==> config.mk <==
export PLATFORM = sky130hd
export DESIGN_NAME = keypad_scanner
export DESIGN_NICKNAME = d
export VERILOG_FILES = /design/src/rtl/keypad_pkg.sv /design/src/rtl/keypad_entry_buf.sv /design/src/rtl/keypad_scanner.sv
export SDC_FILE = /design/constraint.sdc
export NUM_CORES = 1
export LEC_CHECK = 0
export ABC_AREA = 1
export CORE_MARGIN = 3
export CORE_UTILIZATION = 59
export DETAILED_ROUTE_END_ITERATION = 10
export GPL_TIMING_DRIVEN = 0
export MAX_ROUTING_LAYER = met4
export PLACE_DENSITY = 0.83
export SLEW_MARGIN = 20
export SYNTH_ARGS = -nofsm -noshare
export SYNTH_HDL_FRONTEND = slang
export SYNTH_SLANG_ARGS = --single-unit
==> constraint.sdc <==
create_clock -name clk -period 8.25 [get_ports clk]
set_input_delay 0.825 -clock clk [delete_from_list [all_inputs] [get_ports clk]]
set_output_delay 0.825 -clock clk [all_outputs]
set_load 0.02 [all_outputs]
==> src/rtl/keypad_pkg.sv <==
// Shared key codes, frame classification types and the row/column key map.
package keypad_pkg;

   localparam logic [3:0] KEY_0    = 4'h0;
   localparam logic [3:0] KEY_1    = 4'h1;
   localparam logic [3:0] KEY_2    = 4'h2;
   localparam logic [3:0] KEY_3    = 4'h3;
   localparam logic [3:0] KEY_4    = 4'h4;
   localparam logic [3:0] KEY_5    = 4'h5;
   localparam logic [3:0] KEY_6    = 4'h6;
   localparam logic [3:0] KEY_7    = 4'h7;
   localparam logic [3:0] KEY_8    = 4'h8;
   localparam logic [3:0] KEY_9    = 4'h9;
   localparam logic [3:0] KEY_A    = 4'hA;
   localparam logic [3:0] KEY_B    = 4'hB;
   localparam logic [3:0] KEY_C    = 4'hC;
   localparam logic [3:0] KEY_D    = 4'hD;
   localparam logic [3:0] KEY_STAR = 4'hE;
   localparam logic [3:0] KEY_HASH = 4'hF;

   localparam int unsigned ENTRY_DIGITS = 8;

   typedef enum logic [1:0] {ClsNone, ClsKey, ClsMulti} cls_kind_e;

   // idx is kept at zero for NONE and MULTI so whole-struct compares are exact.
   typedef struct packed {
      cls_kind_e  kind;
      logic [3:0] idx;   // 4*col + row
   } key_cls_t;

   localparam key_cls_t CLS_NONE = '{kind: ClsNone, idx: 4'h0};

   // Physical position to key code.
   function automatic logic [3:0] key_map(input logic [1:0] row, input logic [1:0] col);
      logic [3:0] code;
      code = KEY_0;
      unique case (row)
         2'd0: code = (col == 2'd3) ? KEY_A : 4'd1 + {2'b00, col};
         2'd1: code = (col == 2'd3) ? KEY_B : 4'd4 + {2'b00, col};
         2'd2: code = (col == 2'd3) ? KEY_C : 4'd7 + {2'b00, col};
         2'd3: begin
            unique case (col)
               2'd0: code = KEY_STAR;
               2'd1: code = KEY_0;
               2'd2: code = KEY_HASH;
               2'd3: code = KEY_D;
            endcase
         end
      endcase
      return code;
   endfunction

   // Zero bits -> NONE, one bit -> KEY(index), more -> MULTI.
   function automatic key_cls_t classify(input logic [15:0] frame);
      key_cls_t   cls;
      logic [4:0] ones;
      cls  = CLS_NONE;
      ones = 5'd0;
      for (int i = 0; i < 16; i++) begin
         if (frame[i]) begin
            ones    = ones + 5'd1;
            cls.idx = 4'(i);
         end
      end
      if (ones == 5'd1) begin
         cls.kind = ClsKey;
      end else if (ones > 5'd1) begin
         cls.kind = ClsMulti;
         cls.idx  = 4'h0;
      end
      return cls;
   endfunction

endpackage

==> src/rtl/keypad_entry_buf.sv <==
// Eight-digit BCD entry buffer driven by accepted key events.
module keypad_entry_buf
   import keypad_pkg::*;
(
   input  logic        clk,
   input  logic        rst,
   input  logic        key_valid,
   input  logic [3:0]  key_code,
   output logic [31:0] entry,
   output logic [3:0]  digit_cnt,
   output logic        entry_done
);

   logic [31:0] entry_q, entry_d;
   logic [3:0]  cnt_q, cnt_d;
   logic        done_q, done_d;

   // Decode the accepted key into a buffer edit.
   always_comb begin
      entry_d = entry_q;
      cnt_d   = cnt_q;
      done_d  = 1'b0;
      if (key_valid) begin
         if (key_code <= KEY_9) begin
            // A full buffer silently drops further digits.
            if (cnt_q < 4'(ENTRY_DIGITS)) begin
               entry_d = {entry_q[27:0], key_code};
               cnt_d   = cnt_q + 4'd1;
            end
         end else begin
            case (key_code)
               KEY_HASH: begin
                  if (cnt_q != 4'd0) begin
                     entry_d = entry_q >> 4;
                     cnt_d   = cnt_q - 4'd1;
                  end
               end
               KEY_STAR: begin
                  entry_d = 32'h0;
                  cnt_d   = 4'd0;
               end
               KEY_D:   done_d = 1'b1;
               default: ;
            endcase
         end
      end
   end

   // Buffer state registers.
   always_ff @(posedge clk) begin
      if (rst) begin
         entry_q <= 32'h0;
         cnt_q   <= 4'd0;
         done_q  <= 1'b0;
      end else begin
         entry_q <= entry_d;
         cnt_q   <= cnt_d;
         done_q  <= done_d;
      end
   end

   assign entry      = entry_q;
   assign digit_cnt  = cnt_q;
   assign entry_done = done_q;

endmodule

==> src/rtl/keypad_scanner.sv <==
// 4x4 keypad column scanner with frame debounce and a BCD entry buffer.
module keypad_scanner
   import keypad_pkg::*;
#(
   parameter int unsigned SCAN_TICKS      = 100000,
   parameter int unsigned DEBOUNCE_FRAMES = 5
) (
   input  logic        clk,
   input  logic        rst,
   input  logic [3:0]  row_i,
   output logic [3:0]  col_o,
   output logic        key_valid,
   output logic [3:0]  key_code,
   output logic        key_held,
   output logic [31:0] entry_o,
   output logic [3:0]  digit_cnt,
   output logic        entry_done
);

   localparam int unsigned TICK_W = (SCAN_TICKS > 1) ? $clog2(SCAN_TICKS) : 1;
   localparam int unsigned CNT_W  = $clog2(DEBOUNCE_FRAMES + 1);
   localparam logic [TICK_W-1:0] TICK_LAST = TICK_W'(SCAN_TICKS - 1);
   localparam logic [TICK_W-1:0] TICK_ONE  = TICK_W'(1);
   localparam logic [CNT_W-1:0]  CNT_MAX   = CNT_W'(DEBOUNCE_FRAMES);
   localparam logic [CNT_W-1:0]  CNT_ONE   = CNT_W'(1);

   logic [3:0]        row_meta_q, row_sync_q;
   logic [TICK_W-1:0] tick_q, tick_d;
   logic [1:0]        col_q, col_d;
   logic [15:0]       snap_q, snap_d;
   logic              frame_ready_q, frame_ready_d;
   key_cls_t          frame_cls;
   key_cls_t          prev_q, prev_d;
   key_cls_t          stable_q, stable_d;
   logic [CNT_W-1:0]  cnt_q, cnt_d;
   logic              valid_q, valid_d;
   logic [3:0]        code_q, code_d;

   // Two-flop synchroniser; idle rows read high (no key).
   always_ff @(posedge clk) begin
      if (rst) begin
         row_meta_q <= 4'hF;
         row_sync_q <= 4'hF;
      end else begin
         row_meta_q <= row_i;
         row_sync_q <= row_meta_q;
      end
   end

   // Column timing; rows are captured on the last tick of each column to allow settling.
   always_comb begin
      tick_d        = tick_q + TICK_ONE;
      col_d         = col_q;
      snap_d        = snap_q;
      frame_ready_d = 1'b0;
      if (tick_q == TICK_LAST) begin
         tick_d = '0;
         col_d  = col_q + 2'd1;
         unique case (col_q)
            2'd0: snap_d[3:0]   = ~row_sync_q;
            2'd1: snap_d[7:4]   = ~row_sync_q;
            2'd2: snap_d[11:8]  = ~row_sync_q;
            2'd3: snap_d[15:12] = ~row_sync_q;
         endcase
         frame_ready_d = (col_q == 2'd3);
      end
   end

   // Debounce on whole frames; MULTI frames only reset progress.
   always_comb begin
      frame_cls = classify(snap_q);
      prev_d    = prev_q;
      cnt_d     = cnt_q;
      stable_d  = stable_q;
      valid_d   = 1'b0;
      code_d    = code_q;
      if (frame_ready_q) begin
         prev_d = frame_cls;
         if (frame_cls.kind == ClsMulti) begin
            cnt_d = '0;
         end else begin
            if (frame_cls == prev_q) begin
               if (cnt_q != CNT_MAX) cnt_d = cnt_q + CNT_ONE;
            end else begin
               cnt_d = CNT_ONE;
            end
            if (cnt_d == CNT_MAX && frame_cls != stable_q) begin
               stable_d = frame_cls;
               if (frame_cls.kind == ClsKey) begin
                  valid_d = 1'b1;
                  code_d  = key_map(frame_cls.idx[1:0], frame_cls.idx[3:2]);
               end
            end
         end
      end
   end

   // Scan and debounce state registers.
   always_ff @(posedge clk) begin
      if (rst) begin
         tick_q        <= '0;
         col_q         <= 2'd0;
         snap_q        <= 16'h0;
         frame_ready_q <= 1'b0;
         prev_q        <= CLS_NONE;
         cnt_q         <= '0;
         stable_q      <= CLS_NONE;
         valid_q       <= 1'b0;
         code_q        <= 4'h0;
      end else begin
         tick_q        <= tick_d;
         col_q         <= col_d;
         snap_q        <= snap_d;
         frame_ready_q <= frame_ready_d;
         prev_q        <= prev_d;
         cnt_q         <= cnt_d;
         stable_q      <= stable_d;
         valid_q       <= valid_d;
         code_q        <= code_d;
      end
   end

   assign col_o     = ~(4'b0001 << col_q);
   assign key_valid = valid_q;
   assign key_code  = code_q;
   assign key_held  = (stable_q.kind != ClsNone);

   keypad_entry_buf u_entry_buf (
      .clk        (clk),
      .rst        (rst),
      .key_valid  (valid_q),
      .key_code   (code_q),
      .entry      (entry_o),
      .digit_cnt  (digit_cnt),
      .entry_done (entry_done)
   );

endmodule

==> impl_metrics.py <==
metrics = {
    "status": {
        "outcome": "completed",
    },
    "worst_setup_path": {
        "cp-startpoint": "snap_q[0]$_SDFFE_PP0P_",
        "ff2ff_path_depth": 53,
        "crit_required_ps": 8540,
        "cp.arrival_ps": 8040,
        "cp-endpoint": "key_code[0]$_SDFFE_PP0P_",
        "crit_fanout": 10,
        "crit_path_start_kind": "register",
        "slowest_delay_ps": 360,
        "cp_slowest_cell": "dfxtp_2",
        "end_kind": "register",
        "reg2reg_slack_ps": 500,
        "r2r_start": "snap_q[0]$_SDFFE_PP0P_",
        "crit_type": "reg -> reg",
        "r2r_end": "key_code[0]$_SDFFE_PP0P_",
    },
    "pwr": {
        "total_leakage_power_nw": 3.81,
        "powerDensity_mw_per_mm2": 121,
        "power.total_uw": 971,
        "vdd_drop_max_mv": 0.126,
    },
    "cells_and_area": {
        "layout_commonest_cell": "nand2_1",
        "syn2layout_area_growth_pct": 19.3,
        "n_fill_cell": 857,
        "diodes": 0,
        "final_nets": 1089,
        "stdcell_area_mm2": 0.00802,
        "drive_above_1_share_pct": 17.0,
        "final_cell_mix": "187 x nand2_1, 115 x inv_1, 113 x nor2_1, 99 x dfxtp_1, 56 x nand2_2",
    },
    "clock_network": {
        "htree_levels": 3,
        "cts_sinks": 101,
        "clk_latency_ps": 350,
        "cts_root_buffer": "clkbuf_16",
        "path_clk_slew_ps": 70,
        "cts_max_path_buffers": 2,
        "numCtsBuffers": 9,
        "cts_tree": "yes",
    },
    "yosys": {
        "syn_inst": 973,
        "synth_edf_count": 0,
        "synth.distinct_cells": 48,
        "ys.warnings.count": 0,
        "async_flop_share_pct": 0,
        "synthFlopType": "dfxtp_1",
        "syn_nets": 1011,
        "seq_area_frac_synth_pct": 30.1,
        "ys_ff_latch": 101,
        "syn_avg_cell_area_um2": 6.91,
        "netlist_area_mm2": 0.00673,
    },
    "placement": {
        "dp.final_hpwl_mm": 11.3,
        "portBuffers": 52,
        "dpl-instance-area_mm2": 0.00742,
        "dpl_worst_slack_ps": -284,
        "gp_congestion": 0.896,
    },
    "routing": {
        "ant_nets": 0,
        "vias": 6561,
        "firstDrtPassIters": 7,
        "drt_iter0_markers": 358,
        "drc": 0,
        "vias_per_cell": 5.49,
        "finalWirelength_mm": 15.5,
        "wl_per_cell_um": 13.0,
    },
    "timing": {
        "setup_tns_ps": 0,
        "slew_violations": 0,
        "max_freq_mhz": 129,
        "setup_viol": 0,
        "finalCritPeriodShare_pct": 94.0,
        "hold_viol_final": 0,
        "fin_skew_ps": 6.58,
        "worst_pin_slew_ps": 704,
        "slew_headroom_pct": 52.6,
        "worst_slack_ps": 498,
        "period_minus_slack_ps": 7750,
    },
    "global_route": {
        "overflow": 0,
        "grt.met2_usage_pct": 41.3,
        "antenna_found_initial": 0,
        "grt_usage_pct": 25.6,
        "grt_pass1_vias": 6178,
        "grt_max_degree": 17,
        "gr-usage-met1_pct": 32.6,
        "grt_pass1_wl_mm": 27.0,
        "grt_util_met3_pct": 3.69,
        "top_usage_layer": "met2",
    },
    "floorplan": {
        "dieWidth_um": 113,
        "die_h_um": 113,
        "dieArea_mm2": 0.0127,
        "io_pins": 53,
        "start_util_pct": 61.2,
        "coreArea_mm2": 0.0110,
        "num_rows": 38,
    },
    "job": {
        "cap_violations": 0,
    },
    "worst_hold_path": {
        "hp-class": "reg -> reg",
    },
}
[cells by family (layout without fill, tap and decap cells)]
| family | after synthesis | after routing | share of synthesized area [%] |
|---|---|---|---|
| flip-flops | 101 | 101 | 30.1 |
| adder cells (fa/ha/maj) | 32 | 32 | 5.95 |
| AO/OA/AOI/OAI | 155 | 155 | 14.5 |
| buffers and inverters | 157 | 240 | 9.02 |
| XOR/XNOR | 18 | 18 | 2.34 |
| AND/OR/NAND/NOR | 510 | 510 | 38.1 |
[cells in the mapped netlist, types with 4 or more instances]
| cell type | n | share of area [%] |
|---|---|---|
| nand2_4 | 8 | 1.3 |
| dfxtp_1 | 101 | 30 |
| ha_1 | 32 | 6.0 |
| o21ai_0 | 59 | 4.4 |
| nor3b_1 | 4 | 0.45 |
| xor2_1 | 9 | 1.2 |
| inv_2 | 12 | 0.67 |
| nand3_2 | 21 | 3.1 |
| a21boi_0 | 4 | 0.45 |
| a21oi_1 | 31 | 2.3 |
| xnor2_1 | 9 | 1.2 |
| nand2_1 | 201 | 11 |
| a211oi_1 | 21 | 2.3 |
| nand3b_1 | 7 | 0.78 |
| inv_1 | 118 | 6.6 |
| nor3_1 | 18 | 1.3 |
| nand3_1 | 43 | 3.2 |
| nand3b_2 | 4 | 0.67 |
| nand2_2 | 44 | 4.1 |
| clkbuf_1 | 21 | 1.2 |
| nand4_1 | 18 | 1.7 |
| nor2_1 | 114 | 6.4 |
| a221oi_1 | 26 | 3.4 |
| or2_2 | 10 | 0.93 |
[worst min-delay path by stage]
stage,startpoint,endpoint,depth (start not counted)
floorplan,row_meta_q[0]$_SDFF_PP1_,row_sync_q[0]$_SDFF_PP1_,1
global placement,row_meta_q[0]$_SDFF_PP1_,row_sync_q[0]$_SDFF_PP1_,1
detailed placement,row_meta_q[0]$_SDFF_PP1_,row_sync_q[0]$_SDFF_PP1_,1
CTS,row_meta_q[0]$_SDFF_PP1_,row_sync_q[0]$_SDFF_PP1_,1
global route,row_meta_q[3]$_SDFF_PP1_,row_sync_q[3]$_SDFF_PP1_,1
finish,row_meta_q[0]$_SDFF_PP1_,row_sync_q[0]$_SDFF_PP1_,1
[critical path: cells and delay by family, from the launching register on]
kind,cells,cell delay [ps]
adders and majority gates,9,2460
and+or+nand+nor,23,2140
AOI/OAI and AO/OA,10,1540
buffers and inverters,7,590
xor gates and xnor gates,4,570
DFF,1,360
[layer usage]
metal,part of all wire [%],wire (µm)
met3,4.8,740
met4,2.2,339
met5,0,0
met2,48,7440
met1,45,7010
[stage by stage]
| step | util (%) | hold WS (ps) | std cells |
|---|---|---|---|
| 2_1_floorplan | - | 389 | 973 |
| 3_3_place_gp | 67.6 | 393 | 1165 |
| 3_5_place_dp | 67.6 | 396 | 1165 |
| 4_1_cts | 71.0 | 412 | 1184 |
| 5_1_grt | 73.0 | 437 | 1196 |
| 6_report | 73.0 | 411 | 1196 |
[cell type report]
cell class / count / area [µm²] / area share, %
Sequential cell: 101 / 2020 / 25.2
Multi-Input combinational cell: 715 / 4250 / 53.0
Buffer: 25 / 111 / 1.39
Clock inverter: 5 / 82.6 / 1.03
Tap cell: 140 / 175 / 2.18
Clock buffer: 11 / 243 / 3.03
Inverter: 132 / 495 / 6.18
Timing Repair Buffer: 67 / 637 / 7.94
[what timing repair did]
| action | in CTS | in global routing |
|---|---|---|
| buffers inserted | 3 | 12 |
| resized for setup | 12 | 43 |
| setup endpoints to repair | 13 | 15 |
| hold buffers | 0 | 0 |
| pin swaps | 0 | 22 |
[power by group]
group	internal, mW	total, mW	switching [mW]
sequential	0.490	0.493	0.00237
combinational	0.00561	0.0159	0.0103
clock	0.275	0.463	0.187
total	0.771	0.971	0.200
[registers in the layout (all words and copies together), names as in the netlist]
register,flops
frame_ready_q,1
row_sync_q,4
row_meta_q,4
key_code,4
prev_q,6
u_entry_buf.digit_cnt,4
tick_q,17
u_entry_buf.entry,32
cnt_q,3
key_valid,1
stable_q,6
col_q,2
u_entry_buf.entry_done,1
snap_q,16
Power figures use the tool's default switching activity.
==> edit 1, RTL diff (config.mk and constraints unchanged) <==
Put a register stage on the output `col_o`. The value now appears one clock later. The other outputs are not delayed to match.
--- a/src/rtl/keypad_scanner.sv
+++ b/src/rtl/keypad_scanner.sv
@@ -120,7 +120,9 @@
       end
    end
 
-   assign col_o     = ~(4'b0001 << col_q);
+   always_ff @(posedge clk) begin
+      col_o <= ~(4'b0001 << col_q);
+   end
    assign key_valid = valid_q;
    assign key_code  = code_q;
    assign key_held  = (stable_q.kind != ClsNone);
Check against the original RTL: same outputs for any inputs over 10 cycles, from zero or initial values and one cycle with rst high; that may be too few to reach the edited logic, so the function may still have changed.
==> edit 1 against the original RTL <==
- cell area grew 0.80%
- highest routed layer unchanged
- wire length grew 0.66%
- sequential cell count grew 4
- via count is essentially flat
- setup slack lost 0.14 ns
- critical path type unchanged
- synthesized area grew 2.1%
- power grew 1.5%
- synthesized cell count grew 4.8%
==> edit 1: results (changes against the original RTL) <==
| Metric | Value |
|---|---|
| First-pass GRT wire length | 26.35 mm (was 26.97 mm) |
| Area share of fa/ha/maj cells after synthesis | 5.833% (was 5.953%) |
| Hold EP | row_sync_q[3]$_SDFF_PP1_ (was row_sync_q[0]$_SDFF_PP1_) |
| Synth top area cells | dfxtp_1 (31%), nand2_1 (12%), inv_1 (7.9%), ha_1 (5.8%), nor2_1 (5.7%) (was dfxtp_1 (30%), nand2_1 (11%), inv_1 (6.6%), nor2_1 (6.4%), ha_1 (6.0%)) |
| Mapped Avg Cell Area | 6.729 um2 (was 6.912 um2) |
| Power density over the cells | 121.9 nW/um2 (was 121.0 nW/um2) |
| Reg2reg path depth | 55 (was 53) |
| Seq/Total Area, Yosys | 30.62% (was 30.07%) |
| Worst hold start | row_meta_q[3]$_SDFF_PP1_ (was row_meta_q[0]$_SDFF_PP1_) |
| Post-route insts no fill | 1238 (was 1196) |
| Vias in the first global route | 5917 (was 6178) |
| Drt wl/cell | 12.62 um (was 12.98 um) |
| Largest net degree at the start of global routing | 20 (was 17) |
| Fin Clk Skew | 0.01421 ns (was 0.006578 ns) |
| Worst VDD drop | 0.1519 mV (was 0.1262 mV) |
| Status | completed (unchanged) |
| Seq_cells | 105 (was 101) |
| Comb_multi_in | 734 (was 715) |
| 1st-pass router iterations | 6 (was 7) |
| Fraction of area in multi-input gates | 51.65% (was 53.03%) |
| Post-detail-place hpwl | 11.38 mm (was 11.31 mm) |
| Xor/xnor share of the synthesized area | 2.042% (was 2.344%) |
| Number of non-clock inverters | 156 (was 132) |
| Leakage power | 3.671 nW (was 3.806 nW) |
| Synth top cells by count | nand2_1 (211), inv_1 (144), dfxtp_1 (105) (was nand2_1 (201), inv_1 (118), nor2_1 (114)) |
| Overall Global Routing Usage | 24.95% (was 25.57%) |
| Clock buffers | 10 (was 11) |
| Crit Path Max Fanout | 7 (was 10) |
| Slew HR | 49.39% (was 52.62%) |
| R2R Setup Slk | 0.35 ns (was 0.50 ns) |
| Non-clk bufs | 87 (was 92) |
| # fillers | 913 (was 857) |
| ClkCell Share | 3.961% (was 4.055%) |
| Total number of vias | 6556 (was 6561) |
| Seq area share | 26.03% (was 25.23%) |
| Non-clock buffer share | 8.928% (was 9.326%) |
[edit 1: changes by cell type after synthesis, moves of 5 or more]
cell	unedited run	this run
a21oi_1	31	61
nand2_1	201	211
nand4_1	18	11
nor2_1	114	104
inv_1	118	144
a221oi_1	26	0
o21ai_1	1	6
nand3_1	43	56
nand2_2	44	32
a211oi_1	21	26
o22ai_1	3	20
[edit 1: layer usage]
metal  part of all wire [%]  vias to the layer above  track usage [%]
met5                      0                        -                -
met4                    1.3                        0            6.097
met3                    5.0                       19            4.615
met2                     45                      160            39.22
met1                     49                     2908            33.44
li1                       -                     3469                -
[edit 1: stage by stage]
stage	worst slack (ns)	hold slack [ns]
floorplan	0.5927	0.3895
global placement	-0.1717	0.3944
detailed placement	-0.3197	0.3936
CTS	0.003505	0.4087
global route	-0.1458	0.4250
finish	0.3540	0.4075
[edit 1: timing repair]
item / in CTS / in global routing
pin swaps: 2 / 16
cloned: 0 / 1
resized for setup: 11 / 31
buffers inserted: 1 / 8
endpoints found under the setup margin: 13 / 14
==> edit 2, RTL diff (same settings) <==
Without the edit above. Set the parameter `SCAN_TICKS` to 50000 (it was 100000).
--- a/src/rtl/keypad_scanner.sv
+++ b/src/rtl/keypad_scanner.sv
@@ -2,7 +2,7 @@
 module keypad_scanner
    import keypad_pkg::*;
 #(
-   parameter int unsigned SCAN_TICKS      = 100000,
+   parameter int unsigned SCAN_TICKS      = 50000,
    parameter int unsigned DEBOUNCE_FRAMES = 5
 ) (
    input  logic        clk,
Check against the original RTL: no difference found for any inputs over 10 cycles, from zero or initial values and one cycle with rst high; that may be too few to reach the edited logic, so the function may still have changed.
==> edit 2 against the original RTL <==
- the flow now finishes with violations (setup timing)
- non-clock buffer count rose by 48
- hold slack got worse by 0.0019 ns
- power fell by 16%
- synthesized area fell by 4.9%
- sequential cell count fell by 1
- count of clock-buffer cells in the layout fell by 1
- cell area rose by 3.9%
- clock power fell by 33%
- setup slack got worse by 0.67 ns
- wire length rose by 21%
- largest cell class unchanged
==> edit 2: results (changes against the original RTL) <==
| Metric | Value |
|---|---|
| Status | finished with violations (was completed) |
| Failing checks | setup timing |
| Crit Path Max Fanout | 8 (was 10) |
| Worst r2r src | snap_q[1]$_SDFFE_PP0P_ (was snap_q[0]$_SDFFE_PP0P_) |
| CP max stage cell | dfxtp_2 (unchanged) |
| Final setup margin | -0.1741 ns (was 0.4982 ns) |
| Worst hold path type | register to register (unchanged) |
| First-pass GRT wire length | 27.54 mm (was 26.97 mm) |
| Clock transition at path regs | 0.11 ns (was 0.07 ns) |
| Post-CTS resize count | 41 (was 12) |
| Yosys cell types | 45 (was 48) |
| DR iter-0 viols | 546 (was 358) |
| Post-detail-place hpwl | 10.92 mm (was 11.31 mm) |
| Setup violations, final | 13 (was 0) |
| 1st-pass router iterations | 7 (unchanged) |
| Post-DP Area | 7099 um2 (was 7421 um2) |
| Overall Global Routing Usage | 28.51% (was 25.57%) |
| Asr flop ratio synth | 0% (unchanged) |
| Seq/Total Area, Yosys | 31.30% (was 30.07%) |
| Layout net count | 1120 (was 1089) |
| Cell internal pwr | 0.6162 mW (was 0.7712 mW) |
| Clock Power | 0.308 mW (was 0.463 mW) |
| Synth Net Count | 993 (was 1011) |
| # fillers | 722 (was 857) |
| Worst-Skew Late Latency | 0.38 ns (was 0.35 ns) |
| Synth top cells by count | nand2_1 (227), inv_1 (136), dfxtp_1 (100) (was nand2_1 (201), inv_1 (118), nor2_1 (114)) |
| Root buf cell | clkbuf_8 (was clkbuf_16) |
| Fin Clk Skew | 0.01356 ns (was 0.006578 ns) |
| Port Buf Inserts | 52 (unchanged) |
| Met2 usage | 47.75% (was 41.31%) |
| Total number of vias | 7031 (was 6561) |
| Share of cells above drive strength 1 | 23.05% (was 16.95%) |
| Drt wl/cell | 15.28 um (was 12.98 um) |
| M3 GR Usage | 3.145% (was 3.690%) |
| Largest net degree at the start of global routing | 19 (was 17) |
| Slew HR | 49.28% (was 52.62%) |
| Met1 GRT Util | 36.46% (was 32.60%) |
| CP Data Arrival Time | 8.71 ns (was 8.04 ns) |
| Initial antenna violation count | 0 (unchanged) |
| GPL Wtd Cong | 0.9059 (was 0.8961) |
| WL met2 | 9.178 mm (was 7.435 mm) |
| Synth top area cells | dfxtp_1 (31%), nand2_1 (13%), inv_1 (8.0%), ha_1 (5.9%), nor2_1 (5.3%) (was dfxtp_1 (30%), nand2_1 (11%), inv_1 (6.6%), nor2_1 (6.4%), ha_1 (6.0%)) |
| Slew Viols, Final | 0 (unchanged) |
| Post-route met1 wirelength | 7.814 mm (was 7.010 mm) |
| Worst VDD drop | 0.1113 mV (was 0.1262 mV) |
| Met3 routed WL | 1.087 mm (was 740 um) |
| Vias in the first global route | 6129 (was 6178) |
| Reg power frac | 59.8% (was 50.7%) |
| Setup bufs post-CTS | 48 (was 3) |
| Leakage power | 4.012 nW (was 3.806 nW) |
edit 2: final timing paths:
path,end,slack [ns],depth (start not counted)
max,key_code[2]$_SDFFE_PP0P_,-0.17,59
min reg2reg,row_sync_q[0]$_SDFF_PP1_,0.41,1
min,row_sync_q[0]$_SDFF_PP1_,0.41,1
max reg2reg,key_code[2]$_SDFFE_PP0P_,-0.17,59
edit 2: critical path, delay by kind of cell, from the launching register on:
kind	cells	cell delay, ns
AOI/OAI and AO/OA	2	0.27
DFF	1	0.35
muxes	1	0.19
and+or+nand+nor	35	3.49
buffers and inverters	7	0.57
adders and majority gates	14	3.48
edit 2: metrics by stage:
| stage | std cells | TNS (ns) | util (%) | power, mW | setup slack [ns] |
|---|---|---|---|---|---|
| finish | 1225 | -1.629 | 80.06 | 0.8132 | -0.1741 |
| global placement | 1145 | -6.135 | 68.16 | 0.5160 | -0.5213 |
| floorplan | 957 | 0 | - | 0.5086 | 0.04572 |
| global route | 1225 | -5.731 | 80.06 | 0.8370 | -0.4664 |
| detailed placement | 1145 | -7.388 | 68.16 | 0.5164 | -0.6030 |
| CTS | 1210 | 0 | 75.20 | 0.8164 | 0.007346 |
edit 2: area by class of cell:
class	count	area (um2)	share of cell area, %
Clock buffer	10	137.6	1.650
Clock inverter	6	56.30	0.6752
Inverter	143	546.8	6.557
Sequential cell	100	2004	24.04
Timing Repair Buffer	116	1041	12.48
Tap cell	136	170.2	2.041
Multi-Input combinational cell	690	4270	51.21
Buffer	24	112.6	1.350
edit 2: cells by family after synthesis:
kind of cell    synth area share [%]
buf+inv                        10.09
mux                           0.1565
flops                          31.30
fa+ha+maj                      5.869
simple gates                   36.58
xor+xnor                      0.8216
compound gates                 15.18
